[config.mk]
export PLATFORM = sky130hd
export DESIGN_NAME = shift_exec_stage
export DESIGN_NICKNAME = d
export VERILOG_FILES = /design/src/rtl/shift_exec_stage.sv
export SDC_FILE = /design/constraint.sdc
export NUM_CORES = 1
export LEC_CHECK = 0
export BUFFER_PORTS_ARGS = -buffer_cell sky130_fd_sc_hd__buf_2
export CORE_UTILIZATION = 30
export DETAILED_ROUTE_END_ITERATION = 8
export GPL_ROUTABILITY_DRIVEN = 0
export SYNTH_ARGS = -nofsm -noshare
export SYNTH_HDL_FRONTEND = slang
export SYNTH_HIERARCHICAL = 1
export SYNTH_SLANG_ARGS = --single-unit
[constraint.sdc]
create_clock -name clk -period 5.51 [get_ports clk]
set_clock_uncertainty 0.1 [all_clocks]
set_input_delay 0.8265 -clock clk [delete_from_list [all_inputs] [get_ports clk]]
set_output_delay 0.8265 -clock clk [all_outputs]
set_load 0.05 [all_outputs]
[src/rtl/shift_exec_stage.sv]
// Two-stage pipelined shift/rotate execution unit built around a 16-bit
// rotate-right barrel core, with valid/ready handshakes on issue and writeback.

module shift_exec_rotr #(
    parameter int WIDTH = 16,
    parameter int SHW   = 4
) (
    input  logic [WIDTH-1:0] a,
    input  logic [SHW-1:0]   b,
    output logic [WIDTH-1:0] o
);
    // Logarithmic barrel: stage k rotates right by 2**k when b[k] is set.
    always_comb begin
        o = a;
        for (int k = 0; k < SHW; k++) begin
            if (b[k]) begin
                o = (o >> (1 << k)) | (o << (WIDTH - (1 << k)));
            end
        end
    end
endmodule

module shift_exec_stage #(
    parameter int WIDTH = 16,
    parameter int SHW   = 4,
    parameter int TAGW  = 4
) (
    input  logic             clk,
    input  logic             rst_n,
    input  logic             in_valid,
    output logic             in_ready,
    input  logic [WIDTH-1:0] in_data,
    input  logic [SHW-1:0]   in_shamt,
    input  logic [2:0]       in_op,
    input  logic [TAGW-1:0]  in_tag,
    output logic             out_valid,
    input  logic             out_ready,
    output logic [WIDTH-1:0] out_data,
    output logic             out_carry,
    output logic             out_zero,
    output logic             out_err,
    output logic [TAGW-1:0]  out_tag
);
    typedef enum logic [2:0] {
        OP_ROR = 3'b000,
        OP_ROL = 3'b001,
        OP_SRL = 3'b010,
        OP_SLL = 3'b011,
        OP_SRA = 3'b100
    } op_e;

    logic             s1_valid;
    logic [WIDTH-1:0] s1_data;
    logic [SHW-1:0]   s1_shamt;
    logic [2:0]       s1_op;
    logic [TAGW-1:0]  s1_tag;

    logic             adv;
    logic             accept;
    op_e              s1_op_e;
    logic             left_op;
    logic [SHW-1:0]   rot_amt;
    logic [SHW-1:0]   shamt_m1;
    logic             shamt_nz;
    logic [WIDTH-1:0] rot_out;
    logic [WIDTH-1:0] mask_r;
    logic [WIDTH-1:0] mask_l;
    logic [WIDTH-1:0] res;
    logic             res_carry;
    logic             res_err;

    assign adv      = !out_valid || out_ready;
    assign in_ready = !s1_valid || adv;
    assign accept   = in_valid && in_ready;

    always_ff @(posedge clk or negedge rst_n) begin
        if (!rst_n) begin
            s1_valid <= 1'b0;
            s1_data  <= '0;
            s1_shamt <= '0;
            s1_op    <= '0;
            s1_tag   <= '0;
        end else begin
            s1_valid <= accept || (s1_valid && !adv);
            if (accept) begin
                s1_data  <= in_data;
                s1_shamt <= in_shamt;
                s1_op    <= in_op;
                s1_tag   <= in_tag;
            end
        end
    end

    // Left shifts/rotates reuse the right-rotate core with amount (16 - n) mod 16.
    assign s1_op_e  = op_e'(s1_op);
    assign left_op  = (s1_op_e == OP_ROL) || (s1_op_e == OP_SLL);
    assign rot_amt  = left_op ? (SHW'(0) - s1_shamt) : s1_shamt;
    assign shamt_m1 = s1_shamt - SHW'(1);
    assign shamt_nz = |s1_shamt;
    assign mask_r   = {WIDTH{1'b1}} >> s1_shamt;
    assign mask_l   = {WIDTH{1'b1}} << s1_shamt;

    shift_exec_rotr #(
        .WIDTH(WIDTH),
        .SHW  (SHW)
    ) u_rotr (
        .a(s1_data),
        .b(rot_amt),
        .o(rot_out)
    );

    always_comb begin
        res       = s1_data;
        res_carry = 1'b0;
        res_err   = 1'b0;
        case (s1_op_e)
            OP_ROR: begin
                res       = rot_out;
                res_carry = shamt_nz & rot_out[WIDTH-1];
            end
            OP_ROL: begin
                res       = rot_out;
                res_carry = shamt_nz & rot_out[0];
            end
            OP_SRL: begin
                res       = rot_out & mask_r;
                res_carry = shamt_nz & s1_data[shamt_m1];
            end
            OP_SLL: begin
                res       = rot_out & mask_l;
                res_carry = shamt_nz & s1_data[rot_amt];
            end
            OP_SRA: begin
                res       = (rot_out & mask_r) | ({WIDTH{s1_data[WIDTH-1]}} & ~mask_r);
                res_carry = shamt_nz & s1_data[shamt_m1];
            end
            default: begin
                res_err = 1'b1;
            end
        endcase
    end

    // Output registers hold while the consumer stalls; drain clears valid only.
    always_ff @(posedge clk or negedge rst_n) begin
        if (!rst_n) begin
            out_valid <= 1'b0;
            out_data  <= '0;
            out_carry <= 1'b0;
            out_zero  <= 1'b0;
            out_err   <= 1'b0;
            out_tag   <= '0;
        end else if (s1_valid && adv) begin
            out_valid <= 1'b1;
            out_data  <= res;
            out_carry <= res_carry;
            out_zero  <= (res == '0);
            out_err   <= res_err;
            out_tag   <= s1_tag;
        end else if (out_ready) begin
            out_valid <= 1'b0;
        end
    end
endmodule

* Word-level counts from Yosys, hierarchy flattened
Index checks and enable logic that the tools add are counted.
** Storage, ports and cells
- Register bits :: 52
- Output and inout bits :: 25
- Word-level logic and storage cells :: 65
** Cells by class
- $add $sub $neg :: 2
- Magnitude comparators :: 2
- Eq/ne operators :: 4
- Shift-type cells :: 2
- Multiplexer cells :: 14
- Bitwise logic cells :: 13
- Reductions and logical operators :: 17
** Operator list (count)
- $mux 16 :: 4
- $pmux 16 s4 :: 1
- $and 16x16->16 :: 3
- $logic_not 16->1 :: 1
- $not 16->16 :: 1
- $or 12x16->16 :: 1
- $or 14x16->16 :: 1
- $or 15x16->16 :: 1
- $or 16x16->16 :: 1
- $or 8x16->16 :: 1
- $shl 16x4->16 const A :: 1
- $shr 16x4->16 const A :: 1
- $lt 4x5->1 const B :: 2
- $bmux 1 s4 :: 2
- $eq 3x2->1 const B :: 2
- $mux 1 :: 5
- $reduce_or 5->1 :: 1
- $and 1x1->1 :: 4
- $logic_or 1x1->1 :: 4
- $mux 4 :: 1
- $pmux 1 s4 :: 1
- $reduce_or 2->1 :: 2
- $reduce_or 4->1 :: 1
- $sub 1x4->4 const A :: 1
- 7 further kinds :: 11

* Longest topological paths before layout
Gate-level depths: netlist (run 1).
- Depth after elaboration :: 14
- Mapped depth :: 15

* Modules after synthesis
The synthesis (run 1) kept the hierarchy.
** Modules (own cells, without submodules)
- shift_exec_stage :: instances 1, cells each 314, area an instance 3273.1 sq um, sequential area each 1301.2 sq um
- shift_exec_rotr :: instances 1, cells each 40, area an instance 823.3 sq um, sequential area each 0.0 sq um

* Worst setup path before layout (run 1)
No wires, ideal clock.
- Kind :: register to register
- Start point :: register s1_shamt[0]
- End point :: register out_zero
- Setup time :: 68 ps
- Data arrival time :: 3874 ps
- Required time :: 5342 ps
- Setup slack :: 1468 ps
- Stages on the path, launching flop included :: 14
- Buffers on the path :: 3
- Cell sequence :: dfrtp_1 > clkbuf_1 > inv_1 > ha_1 > ha_1 > mux2_2 > clkbuf_1 > buf_1 > mux4_2 > a221o_1 > o32ai_1 > nand4_1 > nor4_2 > a32o_1
** Between the ends
- Elaborated cells between the ends (all ways) :: 18
- Those cells by class :: 1 x add/sub; 2 x shift; 6 x mux; 8 x bitwise; 1 x reduce/logical
** RTL lines
- start: declaration :: line 54 : logic [SHW-1:0] s1_shamt;
- start signal: assignment :: line 87 : s1_shamt <= in_shamt;
- $sub 1x4->4 (*) :: line 97 : assign rot_amt = left_op ? (SHW'(0) - s1_shamt) : s1_shamt;
- $mux 4 (*) :: line 97
- net rot_amt[2] :: line 62 : logic [SHW-1:0] rot_amt;
- $mux 16 (*) :: line 16 : if (b[k]) begin
- $or 8x16->16 :: line 17 : o = (o >> (1 << k)) | (o << (WIDTH - (1 << k)));
- $mux 16 (*) :: line 16
- net rot_out[9] :: line 65 : logic [WIDTH-1:0] rot_out;
- $and 16x16->16 :: line 126, 134
- $or 16x16->16 :: line 134 : res = (rot_out & mask_r) | ({WIDTH{s1_data[WIDTH-1]}} & ~mask_r);
- $pmux 16 s4 (*) :: line 116 : case (s1_op_e)
- $logic_not 16->1 (*) :: line 156 : out_zero <= (res == '0);
- end signal: assignment :: line 156
- end: declaration :: line 40 : output logic out_zero,
The timed path passes the listed nets; every way through them passes the cells marked *.
A chain may end at the register's enable or synchronous reset.

* Worst setup path after layout (run 1)
- Start point :: register s1_shamt[0]
- End point :: register out_zero
** Between the ends
- Elaborated cells between the ends (all ways) :: 18
- Those cells by class :: 1 x add/sub; 2 x shift; 6 x mux; 8 x bitwise; 1 x reduce/logical
** RTL lines (line)
- $sub 1x4->4 (*) :: 97
- $mux 4 (*) :: 97
- net rot_amt[1] :: 62
- $mux 16 (*) :: 16
- $or 12x16->16 :: 17
- $mux 16 (*) :: 16
- $or 8x16->16 :: 17
- $mux 16 (*) :: 16
- net rot_out[9] :: 65
- $and 16x16->16 :: 126, 134
- $or 16x16->16 :: 134
- $pmux 16 s4 (*) :: 116
- $logic_not 16->1 (*) :: 156
Marks and branches as above.

==> summary.txt, run 1 <==
Status
  • Status: completed

Synthesis
  • Post-Synth XOR/XNOR Area: 0.641%
  • EDFF count, synth: 0
  • Mapped Cells: 354
  • Main combinational cell family by area after synthesis: multiplexers
  • Top-area cell type share of the netlist area: 31.8%
  • Seq/Total Area, Yosys: 31.8%
  • Post-Synth Simple-Gate Area: 9.71%
  • Top FF cell, synth: dfrtp_1
  • Area contributors post-synth: dfrtp_1 32%, mux4_2 16%, mux2_2 11%, mux4_1 7.7%, o21ai_0 2.3%
  • Compound-Gate Fraction of Synth Area: 15.1%
  • Top-count cell post-synth: dfrtp_1
  • Most common library cells after synthesis: 52 x dfrtp_1, 40 x mux2_2, 29 x mux4_2
  • Ys async rst share: 100%
  • Mean post-synth cell area: 11.6 µm²
  • Largest area contributor in the netlist: dfrtp_1
  • Mux cell area share after synthesis: 36.2%
  • Synth cell types: 61
  • Number of synthesized register bits: 52
  • Post-Synth Adder-Cell Area: 1.22%
  • Ys Warns: 6
  • Post-Syn Nets: 389
  • Netlist Area Pre-Place: 4100 µm²

Timing
  • Final Slew Violations: 0
  • Achievable frequency: 0.228 GHz
  • Fin crit share: 79.7%
  • WHS: 0.376 ns
  • Final hold violations: 0
  • Minimum clock period: 4.39 ns
  • Final Setup Violations: 0
  • Slew HR: 26.9%
  • RSZ-0062 raised after global routing: false
  • Sum Neg Setup Slack: 0 ns
  • Worst-Margin Slew: 1.09 ns

Worst setup path
  • CP Max Fanout: 16
  • CP endpoint kind: register
  • Reg2reg path depth: 11
  • Critical path type: reg -> reg
  • Critical Path RT: 5.64 ns
  • Setup crit start kind: register
  • Arr. time, crit path: 4.52 ns

Routing
  • Routed WL: 11300 µm
  • TritonRoute pass-1 iters: 5
  • Drt wl/cell: 20.0 µm
  • DR vias: 3361
  • Routed Antenna Nets: 0
  • Vias/cell: 5.94
  • DRC Markers: 0
  • Initial DRC Count: 336

Global routing
  • Global route overflow: 0
  • Gr usage total: 16.6%
  • Global-route wire length before repair: 18300 µm
  • Initial antenna violation count: 0
  • Largest net degree at the start of global routing: 53
  • Vias in the first global route: 3223

Clocking
  • Setup bufs post-CTS: 0
  • Post-cts hold buffer count: 0
  • Worst skew pair latency: 0.30 ns
  • Clock slew at reported path FFs: 0.07 ns
  • Post-CTS Resized: 0
  • CTS Buf Count: 5
  • Clock Path Buffers: 2
  • Clock sinks: 52
  • TritonCTS clock tree: yes
  • CTS root buffer: clkbuf_16
  • Clock H-tree levels: 2

Pwr
  • PwrDens: 457 nW/µm²
  • Tot Pwr: 2.12 mW
  • Leakage: 1.90 nW
  • Peak VDD IR: 0.220 mV

Hold path
  • Worst hold path class: reg -> reg
  • Hold Path Cell Cnt: 2

Placed design
  • PortBufs: 55
  • Placed cell area: 4460 µm²
  • Detailed placement HPWL: 8190 µm

Finish
  • Post-route cell area: 4630 µm²
  • Area growth syn-to-layout: 13.0%
  • Share of cells above drive strength 1: 36.9%
  • Antenna fix cells: 0
  • Nets: 424

Die
  • Rows: 42
  • # IOs: 56
  • Die area: 14100 µm²
  • Core Region: 13300 µm²
  • Die W: 119 µm
  • Die Span Y: 119 µm
  • Starting Density: 30.8%

Job
  • Max-cap violation count: 0
==> layout make-up <==
class,count,area (µm²)
multi-input cells,257,2580
fillers,1332,8660
clock inverters,2,38.8
well taps,176,220
repair buffers,61,320
flip-flops and latches,52,1300
inverters,12,45.0
clock buffers,6,129
==> layout by cell type, fill, tap and decap left out, types with 4 or more instances in the layout <==
| cell type | instances |
|---|---|
| mux4_1 | 12 |
| o22ai_1 | 6 |
| dfrtp_1 | 52 |
| ha_1 | 4 |
| o21ai_0 | 19 |
| nor2_1 | 13 |
| a31oi_1 | 5 |
| mux2i_1 | 4 |
| mux2_2 | 40 |
| mux4_2 | 29 |
| buf_4 | 6 |
| o211ai_1 | 4 |
| nand2b_1 | 9 |
| inv_1 | 12 |
| nor3_1 | 4 |
| clkbuf_16 | 5 |
| a21oi_1 | 15 |
| a21o_1 | 9 |
| nand2_1 | 20 |
| buf_2 | 55 |
==> cells by family after synthesis <==
logic type,count (synthesis)
xor gates and xnor gates,3
AOI/OAI and AO/OA,91
DFF,52
buffers and inverters,45
and+or+nand+nor,73
muxes,86
adders and majority gates,4
==> routing by layer <==
metal  vias to the layer above  routed length, µm  GRT usage (%)
li1                       1470                  -              -
met1                      1651               4730           23.1
met2                       211               5090           24.8
met3                        29               1130           4.07
met4                         0                367           6.41
met5                         -                  0              0
==> path summary, 6_finish.rpt <==
| check | start | end | slack, ns |
|---|---|---|---|
| setup / recovery | s1_shamt[0] | out_zero | 1.12 |
| hold / removal | out_data[15] | out_data[15] | 0.38 |
| setup reg to reg | s1_shamt[0] | out_zero | 1.12 |
| hold reg to reg | out_data[15] | out_data[15] | 0.38 |
| max in group asynchronous | rst_n | out_tag[3] | 4.33 |
| min in group asynchronous | rst_n | out_data[1] | 0.53 |
==> flip-flops by register name (all words and copies together) (netlist names), 3 cells and up <==
register / flops
s1_tag: 4
s1_data: 16
out_tag: 4
s1_op: 3
s1_shamt: 4
out_data: 16
==> worst max-delay path, cell delays in order (launching register included) <==
cell	delay, ns
dfrtp_1	0.55
inv_1	0.16
ha_1	0.37
mux2i_4	0.11
inv_1	0.51
mux4_1	0.70
mux4_2	0.51
a221o_1	0.33
o32ai_1	0.36
nand4_1	0.16
nor4_2	0.26
a32o_1	0.19
==> where the power goes <==
group          leakage (nW)  internal [mW]  switching (mW)  total, mW
logic                  1.20          0.481           0.688       1.17
clock network        0.0815          0.216           0.140      0.356
registers             0.616          0.476           0.116      0.593
==> through the flow <==
stage | util [%] | setup slack [ns] | instances
floorplan | - | 1.47 | 354
global placement | 33.6 | 1.24 | 558
detailed placement | 33.6 | 1.11 | 558
CTS | 34.8 | 1.07 | 566
global route | 34.8 | 0.799 | 566
finish | 34.8 | 1.12 | 566
(Power assumes the default switching activity.)
==> inputs of run 2 (changes only) <==
==> constraint.sdc (replaced) <==
create_clock -name clk -period 4.3 [get_ports clk]
set_clock_uncertainty 0.1 [all_clocks]
set_input_delay 0.645 -clock clk [delete_from_list [all_inputs] [get_ports clk]]
set_output_delay 0.645 -clock clk [all_outputs]
set_load 0.05 [all_outputs]
==> summary.txt, run 2 (synthesis results as in run 1) <==
Finish
  • Antenna fix cells: 0
  • Final Non-Filler Cells: 574
  • Commonest cells after routing, fill and taps aside: 55 x buf_2, 52 x dfrtp_1, 40 x mux2_2
  • Post-route cell area: 4670 µm²
  • Fin util: 35.1%
  • Commonest non-fill, non-tap cell in the layout: buf_2
  • Area growth syn-to-layout: 14.0%
  • Share of cells above drive strength 1: 38.4%
  • Sequential cell area: 1300 µm²
  • Area of the multi-input gates: 2580 µm²
  • Top flop regs: out_data (16), s1_data (16)
  • Fillers: 1309
  • Nets: 432

Global routing
  • Vias in the first global route: 3327
  • Largest net degree at the start of global routing: 42
  • Initial antenna violation count: 0
  • Global-route wire length before repair: 18300 µm
  • Global route overflow: 0
  • Gr usage total: 16.6%

Timing
  • RSZ-0062 raised after global routing: false
  • Sum Neg Setup Slack: 0 ns
  • Slew HR: 27.7%
  • Fin crit share: 92.2%
  • Final Slew Violations: 0
  • Final Setup Violations: 0
  • Final hold violations: 0
  • Worst-Margin Slew: 1.08 ns
  • Minimum clock period: 3.97 ns
  • PnR worst setup slack: 0.334 ns
  • Achievable frequency: 0.252 GHz

Clocking
  • Clock H-tree levels: 2
  • Post-CTS Resized: 0
  • Post-cts hold buffer count: 0
  • Clock sinks: 52
  • Worst skew pair latency: 0.29 ns
  • CTS root buffer: clkbuf_16
  • Setup bufs post-CTS: 0
  • TritonCTS clock tree: yes
  • CTS Buf Count: 5
  • Clock Path Buffers: 2
  • Clock slew at reported path FFs: 0.07 ns

Worst setup path
  • R2R setup slack: 0.33 ns
  • Critical Path RT: 4.43 ns
  • CP Max Fanout: 18
  • CP endpoint kind: register
  • Critical path type: reg -> reg
  • Setup crit start kind: register
  • Arr. time, crit path: 4.09 ns

Die
  • Die Span Y: 119 µm
  • Core Region: 13300 µm²
  • Starting Density: 30.8%
  • Die W: 119 µm
  • Rows: 42
  • # IOs: 56
  • Die area: 14100 µm²

Routing
  • TritonRoute pass-1 iters: 7
  • DRC Markers: 0
  • Routed Antenna Nets: 0
  • Routed WL: 11600 µm
  • Vias/cell: 5.92
  • Initial DRC Count: 345
  • Drt wl/cell: 20.2 µm
  • DR vias: 3397

Placed design
  • Cell total after placement: 566
  • PortBufs: 55
  • Placed cell area: 4520 µm²
  • Detailed placement HPWL: 8400 µm
  • Post-Place Setup Slack: 0.405 ns

Pwr
  • Peak VDD IR: 0.277 mV
  • Leakage: 1.92 nW
  • PwrDens: 578 nW/µm²

Status
  • Status: completed

Job
  • Max-cap violation count: 0

Hold path
  • Worst hold path class: in -> async
## run 2: cell count changes in the layout (fill, tap and decap cells not counted)
| cell | previous run | this run |
|---|---|---|
| buf_4 | 6 | 14 |
| bufinv_16 | 1 | 0 |
| clkbuf_1 | 1 | 0 |
| clkinv_2 | 0 | 1 |
| clkinvlp_4 | 0 | 1 |
## run 2: metrics by stage
stage	hold slack, ns	power (mW)
final	0.133	2.70
after global placement	0.364	2.26
after floorplan	0.249	1.90
after global routing	0.149	2.82
after detailed placement	0.365	2.28
after CTS	0.149	2.68
## run 2: final timing paths
check,startpoint,to,depth (start not counted)
worst min-delay path,rst_n,s1_data[6],1
min in group clk,out_err,out_err,2
worst min register to register,out_err,out_err,2
max in group asynchronous,rst_n,s1_shamt[1],2
worst max-delay path,s1_op[2],out_zero,11
worst max register to register,s1_op[2],out_zero,11
## run 2: area by class of cell
cell class | instances | share of cell area (%)
clock inverters | 3 | 0.456
clock buffers | 5 | 2.68
flip-flops and latches | 52 | 27.9
multi-input cells | 257 | 55.2
well taps | 176 | 4.72
inverters | 12 | 0.965
repair buffers | 69 | 8.15
## run 2: report_power, final
part	internal (mW)	switching, mW	leakage [nW]
Clock	0.217	0.180	0.0702
Sequential	0.611	0.125	0.616
Combinational	0.634	0.930	1.24
## run 2: critical path: stages, from the launching register on
cell and delay, ns:
dfrtp_1 0.38, nand2b_1 0.31, nor2_1 0.19, xnor2_1 0.13
buf_4 0.27, mux4_1 0.67, mux4_2 0.51, a221o_1 0.33
o32ai_1 0.36, nand4_1 0.17, nor4_2 0.28, a32o_1 0.20
## run 2: routing by layer
layer	GRT usage (%)	vias to the layer above	part of all wire, %	routed length (µm)
met1	22.2	1659	43	4920
met2	24.9	220	44	5120
li1	-	1478	-	-
met5	0	-	0	0
met4	7.59	0	4.2	484
met3	4.45	40	9.1	1050
